<file path="config.mk">
export PLATFORM = sky130hd
export DESIGN_NAME = pll_reset_sequencer
export DESIGN_NICKNAME = d
export VERILOG_FILES = /design/src/rtl/pll_seq_pkg.sv /design/src/rtl/sync_2ff.sv /design/src/rtl/pll_reset_sequencer.sv
export SDC_FILE = /design/constraint.sdc
export NUM_CORES = 1
export LEC_CHECK = 0
export CAP_MARGIN = 5
export CORE_ASPECT_RATIO = 1.4
export CORE_UTILIZATION = 55
export DETAILED_ROUTE_END_ITERATION = 8
export PLACE_DENSITY = 0.83
export SLEW_MARGIN = 30
export SYNTH_ARGS = -nofsm -noshare
export SYNTH_HDL_FRONTEND = slang
export SYNTH_SLANG_ARGS = --single-unit
</file>
<file path="constraint.sdc">
create_clock -name clock -period 2.14 [get_ports clock]
set_input_delay 0.428 -clock clock [delete_from_list [all_inputs] [get_ports clock]]
set_output_delay 0.428 -clock clock [all_outputs]
set_load 0.02 [all_outputs]
</file>
<file path="src/rtl/pll_seq_pkg.sv">
// Shared state encoding, default cycle constants and fault counter width for the
// PLL reset sequencer.
package pll_seq_pkg;

    typedef enum logic [1:0] {
        PLL_RST   = 2'd0,
        WAIT_LOCK = 2'd1,
        SETTLE    = 2'd2,
        RUN       = 2'd3
    } seq_state_e;

    localparam int unsigned DEF_PLL_RST_CYCLES      = 3;
    localparam int unsigned DEF_LOCK_STABLE_CYCLES  = 1024;
    localparam int unsigned DEF_LOCK_TIMEOUT_CYCLES = 65536;

    localparam int unsigned FAULT_W = 8;

    function automatic logic [FAULT_W-1:0] fault_sat_inc(input logic [FAULT_W-1:0] v);
        return (v == '1) ? v : v + {{(FAULT_W-1){1'b0}}, 1'b1};
    endfunction

endpackage

</file>
<file path="src/rtl/sync_2ff.sv">
// Generic two-flop synchronizer for level signals crossing into the local clock;
// both stages reset to 0.
module sync_2ff #(
    parameter int unsigned WIDTH = 1
) (
    input  logic             clock,
    input  logic             reset,
    input  logic [WIDTH-1:0] d,
    output logic [WIDTH-1:0] q
);

    logic [WIDTH-1:0] meta_q, meta_d;
    logic [WIDTH-1:0] sync_q, sync_d;

    always_comb begin
        meta_d = d;
        sync_d = meta_q;
    end

    always_ff @(posedge clock) begin
        if (reset) begin
            meta_q <= '0;
            sync_q <= '0;
        end else begin
            meta_q <= meta_d;
            sync_q <= sync_d;
        end
    end

    assign q = sync_q;

endmodule

</file>
<file path="src/rtl/pll_reset_sequencer.sv">
// PLL reset / lock sequencer: pulses pll_rst, waits for stable lock, then releases core_reset.
// Optional lock timeout (with its fault counting) is built when PLL_LOCK_TIMEOUT_EN is defined.
module pll_reset_sequencer
    import pll_seq_pkg::*;
#(
    parameter int unsigned PLL_RST_CYCLES      = DEF_PLL_RST_CYCLES,
    parameter int unsigned LOCK_STABLE_CYCLES  = DEF_LOCK_STABLE_CYCLES,
    parameter int unsigned LOCK_TIMEOUT_CYCLES = DEF_LOCK_TIMEOUT_CYCLES
) (
    input  logic               clock,
    input  logic               reset,
    input  logic               pll_locked,
    input  logic               relock_req,
    output logic               pll_rst,
    output logic               core_reset,
    output logic               ready,
    output logic [1:0]         state,
    output logic [FAULT_W-1:0] fault_count
);

    localparam int unsigned RST_W = $clog2(PLL_RST_CYCLES) + 1;
    localparam int unsigned STB_W = $clog2(LOCK_STABLE_CYCLES) + 1;
    localparam logic [RST_W-1:0] RST_LAST = RST_W'(PLL_RST_CYCLES - 1);
    localparam logic [STB_W-1:0] STB_LAST = STB_W'(LOCK_STABLE_CYCLES - 1);

    logic locked_s;

    sync_2ff #(
        .WIDTH(1)
    ) u_lock_sync (
        .clock(clock),
        .reset(reset),
        .d    (pll_locked),
        .q    (locked_s)
    );

    seq_state_e         state_q, state_d;
    logic [RST_W-1:0]   rst_cnt_q, rst_cnt_d;
    logic [STB_W-1:0]   stb_cnt_q, stb_cnt_d;
    logic [FAULT_W-1:0] fault_q, fault_d;
    logic               pll_rst_q, pll_rst_d;
    logic               core_reset_q, core_reset_d;
    logic               ready_q, ready_d;
    logic               tout_exp;

`ifdef PLL_LOCK_TIMEOUT_EN
    localparam int unsigned TOUT_W = $clog2(LOCK_TIMEOUT_CYCLES) + 1;
    localparam logic [TOUT_W-1:0] TOUT_LAST = TOUT_W'(LOCK_TIMEOUT_CYCLES - 1);

    logic [TOUT_W-1:0] tout_q, tout_d;

    // Counter parks at its last value so a lock that wins over expiry leaves it armed.
    always_comb begin
        tout_d = tout_q;
        if (state_q == PLL_RST && rst_cnt_q == RST_LAST) begin
            tout_d = '0;
        end else if ((state_q == WAIT_LOCK || state_q == SETTLE) && !tout_exp) begin
            tout_d = tout_q + TOUT_W'(1);
        end
    end

    assign tout_exp = (tout_q == TOUT_LAST);
`else
    localparam bit timeout_unused = (LOCK_TIMEOUT_CYCLES != 0);
    assign tout_exp = 1'b0;
`endif

    always_comb begin
        state_d   = state_q;
        rst_cnt_d = rst_cnt_q;
        stb_cnt_d = stb_cnt_q;
        fault_d   = fault_q;

        case (state_q)
            PLL_RST: begin
                if (rst_cnt_q == RST_LAST) begin
                    state_d   = WAIT_LOCK;
                    rst_cnt_d = '0;
                end else begin
                    rst_cnt_d = rst_cnt_q + RST_W'(1);
                end
            end
            WAIT_LOCK: begin
                if (locked_s) begin
                    state_d   = SETTLE;
                    stb_cnt_d = '0;
                end else if (tout_exp) begin
                    state_d   = PLL_RST;
                    rst_cnt_d = '0;
                    fault_d   = fault_sat_inc(fault_q);
                end
            end
            SETTLE: begin
                if (locked_s && stb_cnt_q == STB_LAST) begin
                    state_d = RUN;
                end else if (tout_exp) begin
                    state_d   = PLL_RST;
                    rst_cnt_d = '0;
                    fault_d   = fault_sat_inc(fault_q);
                end else if (locked_s) begin
                    stb_cnt_d = stb_cnt_q + STB_W'(1);
                end else begin
                    state_d   = WAIT_LOCK;
                    stb_cnt_d = '0;
                end
            end
            RUN: begin
                if (!locked_s) begin
                    state_d   = PLL_RST;
                    rst_cnt_d = '0;
                    fault_d   = fault_sat_inc(fault_q);
                end else if (relock_req) begin
                    state_d   = PLL_RST;
                    rst_cnt_d = '0;
                end
            end
            default: begin
                state_d   = PLL_RST;
                rst_cnt_d = '0;
            end
        endcase

        // Outputs are decoded from the next state so they register alongside it.
        pll_rst_d    = (state_d == PLL_RST);
        core_reset_d = (state_d != RUN);
        ready_d      = (state_d == RUN);
    end

    always_ff @(posedge clock) begin
        if (reset) begin
            state_q      <= PLL_RST;
            rst_cnt_q    <= '0;
            stb_cnt_q    <= '0;
            fault_q      <= '0;
            pll_rst_q    <= 1'b1;
            core_reset_q <= 1'b1;
            ready_q      <= 1'b0;
`ifdef PLL_LOCK_TIMEOUT_EN
            tout_q       <= '0;
`endif
        end else begin
            state_q      <= state_d;
            rst_cnt_q    <= rst_cnt_d;
            stb_cnt_q    <= stb_cnt_d;
            fault_q      <= fault_d;
            pll_rst_q    <= pll_rst_d;
            core_reset_q <= core_reset_d;
            ready_q      <= ready_d;
`ifdef PLL_LOCK_TIMEOUT_EN
            tout_q       <= tout_d;
`endif
        end
    end

    assign pll_rst     = pll_rst_q;
    assign core_reset  = core_reset_q;
    assign ready       = ready_q;
    assign state       = state_q;
    assign fault_count = fault_q;

endmodule

</file>
-- After elaboration in Yosys (flattened, before gate mapping)
Index checks and enable logic that the tools add are counted.
- output and inout bits: 13
- word-level logic and storage cells: 49
- register bits after elaboration: 29
- $add $sub $neg: 3
- bitwise logic cells: 3
- reduce and logical (&&, ||, !) cells: 8
- multiplexer cells: 15
- equal/unequal tests: 11
- operator list (cell ; count):
    $mux 11 ; 3
    $pmux 11 s2 ; 1
    $mux 2 ; 6
    $add 11x1->11 const B ; 1
    $eq 11x10->1 const B ; 1
    $mux 3 ; 3
    $add 8x1->8 const B ; 1
    $eq 8x8->1 const B ; 1
    $pmux 2 s4 ; 1
    $eq 2x2->1 const B ; 3
    $pmux 3 s2 ; 1
    $reduce_and 3->1 ; 2
    $logic_not 2->1 ; 2
    $ne 2x2->1 const B ; 2
    $add 3x1->3 const B ; 1
    $eq 3x2->1 const B ; 1
    $ne 3x3->1 const B ; 1
    $not 1->1 ; 3
    $eq 2x1->1 const B ; 1
    $ne 2x1->1 const B ; 1
    $reduce_and 2->1 ; 1
    $reduce_bool 2->1 ; 1
    $reduce_or 2->1 ; 1
    $logic_and 1x1->1 ; 1

-- Longest topological paths before layout
- depth after elaboration: 5
- depth in mapped cells: 7
- mapped depth without buffers: 6

-- Hierarchy
From an unflattened synthesis, not the netlist that was laid out.
- cells, all modules: 176
- area, all modules: 1540.2 um2
- modules (own cells, without submodules) (module ; area each (um2) ; cells each ; instances):
    pll_reset_sequencer ; 1487.7 ; 172 ; 1
    sync_2ff ; 52.6 ; 4 ; 1

-- Least setup slack after synthesis
Ideal clock, no wire load.
- path kind: reg2reg
- start: register state_q[1] (netlist: state[1])
- end: register fault_q[5] (netlist: fault_count[5])
- arrival: 1.818 ns
- library setup time: 0.071 ns
- cell stages (with the launch flop): 7
- path slack: 0.251 ns
- period minus slack after synthesis: 1.889 ns
- cell sequence: dfxtp_1 > ha_1 > nand2b_1 > a41o_1 > buf_6 > or4_1 > a21oi_1
- longest elaborated chain between the ends: 2
- RTL lines (element ; RTL line ; source):
    from (decl) ; pll_reset_sequencer.sv:37 ; seq_state_e state_q, state_d;
    from (signal assigned) ; pll_reset_sequencer.sv:142 ; state_q <= state_d;
    $eq 2x2->1 ; pll_reset_sequencer.sv:74 ; case (state_q)
    $reduce_and 3->1 (no source line) ; n/a ;
    to (signal assigned) ; pll_reset_sequencer.sv:145 ; fault_q <= fault_d;
    to (decl) ; pll_reset_sequencer.sv:40 ; logic [FAULT_W-1:0] fault_q, fault_d;
Every way passes these cells.
A chain may end at the register's enable or synchronous reset.

-- Worst setup path in the final report
- start: register state_q[0] (netlist: state[0])
- end: register stb_cnt_q[0]
- longest elaborated chain between the ends: 3
- elaborated cells between the ends (all ways): 7
- classes of those cells: eq/ne: 4; mux: 1; reduce/logical: 2
- RTL lines (element ; RTL line ; source):
    $eq 2x1->1 / $eq 2x2->1 (equally long branches) ; pll_reset_sequencer.sv:74 ;
    $ne 2x1->1 (no source line), or another cell as far along ; n/a ;
    $reduce_and 3->1 (no source line) ; n/a ;
    to (signal assigned) ; pll_reset_sequencer.sv:144 ; stb_cnt_q <= stb_cnt_d;
    to (decl) ; pll_reset_sequencer.sv:39 ; logic [STB_W-1:0] stb_cnt_q, stb_cnt_d;
Several ways; a longest one is shown, not always the timed one.

==> results.md <==
* Post-synth EDFFs at 0
* Reg2reg path depth at 5
* Mapped Cells at between 150 and 200
* Clk Latency, worst-skew pair at 0.33 ns
* Post_cts resized at 0
* Slowest library cell on the worst path: or4_1
* Die Span Y at between 60 and 70 µm
* Reg clk slew, reported paths at 0.09 ns
* I/O pin cnt at 17
* Slew headroom at 59.8%
* Largest net degree at the start of global routing at 24
* Detailed Route WL at 3760 µm
* Critical Path AT at 2.25 ns
* Synth cell types at 48
* Via count at 1,505
* TritonCTS Buffers at 5
* Mapped Nets at 192
* Asr flop ratio synth at 0%
* Pwr Density at 672 mW/mm²
* #FFs+latches synth at 29
* # rows at 22
* Critical path type: flip-flop to flip-flop
* Width of the die at around 47 µm
* Max incr delay on CP at 0.54 ns
* 1st-pass router iterations at 4
* Clock Tree Root: clkbuf_4
* PortBufs at 16
* Final cell count without fillers at 240
* Initial Util at between 50% and 60%
* Post CTS Setup Buffer Count at 0
* Initial DRC Count at 64
* Placer Congestion at 0.872
* Hold WS at 0.454 ns
* Number of synthesis warnings at 0
* Drt drc at 0
* Fraction of layout cells with a size suffix above 1 at 11.8%
* Final Skew at 0.00407 ns
* Critical Path, Cell by Cell: inv_1 -> ha_1 -> nand2_1 -> or4_1 -> a21oi_1
* Synth Flop Type: dfxtp_1
* Leakage at 0.674 nW
* Final Hold Viols at 0
* Hold path start: u_lock_sync.meta_q$_SDFF_PP0_
* First-pass GRT wire length at 6350 µm
* DP Wirelength at between 2000 and 3000 µm
* Via density at around 6.3
* Buf/Inv on CP at 1
* Maximum fanout along the worst path at 8
* Reg2reg end: stb_cnt_q[0]$_SDFFE_PP0P_
* CTS tree: done
* Pre-CTS setup slack at approximately 0.18 ns
* Count of pins over their slew limit at 0
* R2R setup slack at 0.16 ns
* H-tree depth at 2
* Remaining global-route overflow at 0
* Final Setup Violations at 0
* Max Freq at 504 MHz
* Slew of the pin with the lowest slew margin at 0.587 ns
* Max-Cap Viols at 0
* Sequential share of the synthesized area at between 30% and 40%
* Drt wl/cell at 15.7 µm
* Clock period minus worst slack at 1.98 ns
* RR Startpoint: state[0]$_SDFF_PP0_
* Max clock buf depth at 2
* Core area at around 0.0027 mm²
* Fin Setup TNS at 0 ns
* WP data required at 2.40 ns
* GRT Total Usage at 28.5%
* Antenna Violating Nets Remaining at 0
* Final core occ at 69.4%
* Endpoint class of the critical path: flip-flop
* Die area at between 0.003 and 0.004 mm²
* Delay-heaviest family, CP: simple AND/OR/NAND/NOR gates
* Antenna Diode Count at 0
* VDD IR max at 0.000636 V
* Synth-to-Final Area Change at 16.9%
* Setup ws final at approximately 0.16 ns
* Period utilisation layout at 92.7%
* RSZ-0062 raised after global routing: no
* Clk sinks at 29
* Critical Path Source Type: flip-flop
* Syn Area/Cell at 8.70 µm²
* Hold endpoint: u_lock_sync.q$_SDFF_PP0_
* Placed insts at 232
* Outcome: finished, final reports clean
* Initial antenna violation count at 0
* Hold Path Stages at 1
* Fin nets at 213
* Worst hold path class: flip-flop to flip-flop
* CTS hold repair buffers at 0
* Synthesized cell area at 0.00158 mm²
* Vias in the first global route at 1,434
-- per-layer routing --
layer  global-route usage (%)  wire, µm  vias up
met5                        0         0        -
met4                     12.5        60        0
met3                     7.69       127        8
met2                     48.6      2050       35
met1                     31.2      1520      722
li1                         -         -      740
-- logic make-up (layout without fill, tap and decap cells) --
group,Yosys count,after routing,synth area share (%)
buffers and inverters,16,38,4.34
and+or+nand+nor,73,73,29.9
xor gates and xnor gates,2,2,1.11
AOI/OAI and AO/OA,55,55,22.7
adders and majority gates,6,6,4.74
muxes,1,1,0.632
DFF,29,29,36.7
-- synthesized netlist by cell type (4+ instances only) --
library cell  number  share of area [%]
nand3_1            7                2.2
clkbuf_1           7                1.7
nor3_1             4                1.3
ha_1               6                4.7
a21oi_1           20                6.3
o31ai_1            6                2.8
nand4_1            6                2.4
dfxtp_1           29                 37
inv_1              7                1.7
or4_1              6                2.8
nor2_1             9                2.1
o21ai_0            8                2.5
nand2_1            9                2.1
a31oi_1            4                1.6
-- cells in the final DEF, fill, tap and decap left out, types with 4 or more instances in the layout --
master	instances
ha_1	6
a31oi_1	4
o21ai_0	8
nand3_1	7
nand4_1	6
or4_1	6
a21oi_1	20
clkdlybuf4s50_1	16
buf_4	7
nor2_1	9
inv_1	7
nand2_1	9
dfxtp_1	28
o31ai_1	6
clkbuf_4	5
nor3_1	4
-- report_power, final --
part / total (mW) / switching (mW) / internal (mW) / leakage (nW)
clock: 0.318 / 0.193 / 0.125 / 0.0320
combinational: 0.315 / 0.181 / 0.134 / 0.407
sequential: 0.611 / 0.0394 / 0.572 / 0.235
total: 1.24 / 0.414 / 0.831 / 0.674
-- how the worst max path moves through the flow --
stage	depth (start not counted)	end	slack (ns)	startpoint
floorplan	6	fault_count[5]$_SDFFE_PP0P_	0.25	state[1]$_SDFF_PP0_
global placement	5	pll_rst$_SDFF_PP1_	0.29	stb_cnt_q[0]$_SDFFE_PP0P_
detailed placement	5	stb_cnt_q[0]$_SDFFE_PP0P_	0.18	state[1]$_SDFF_PP0_
CTS	5	stb_cnt_q[0]$_SDFFE_PP0P_	0.14	state[1]$_SDFF_PP0_
global route	6	stb_cnt_q[9]$_SDFFE_PP0P_	0.01	state[0]$_SDFF_PP0_
finish	5	stb_cnt_q[0]$_SDFFE_PP0P_	0.16	state[0]$_SDFF_PP0_
-- state kept, by name (all words and copies together), names as in the netlist --
signal / count
ready: 1
stb_cnt_q: 11
rst_cnt_q: 3
fault_count: 8
pll_rst: 1
u_lock_sync.q: 1
core_reset: 1
u_lock_sync.meta_q: 1
state: 2
-- worst register-to-register path: cells and delay by family (launching register included) --
family / cells / cell delay [ns]
and+or+nand+nor: 2 / 0.76
DFF: 1 / 0.44
adders and majority gates: 1 / 0.44
AOI/OAI and AO/OA: 1 / 0.15
buffers and inverters: 1 / 0.13
-- cell type report --
| type | count | area [µm²] |
|---|---|---|
| Inverter | 7 | 26.3 |
| Clock inverter | 2 | 10.0 |
| Fill cell | 235 | 818 |
| Tap cell | 36 | 45.0 |
| Sequential cell | 29 | 582 |
| Clock buffer | 6 | 41.3 |
| Multi-Input combinational cell | 137 | 935 |
| Timing Repair Buffer | 23 | 213 |
-- per-stage QoR --
step,power (mW),instance area (µm²)
2_1_floorplan,0.829,1580
3_3_place_gp,0.914,1800
3_5_place_dp,0.930,1800
4_1_cts,1.25,1850
5_1_grt,1.32,1850
6_report,1.24,1850
(Power assumes the default switching activity.)
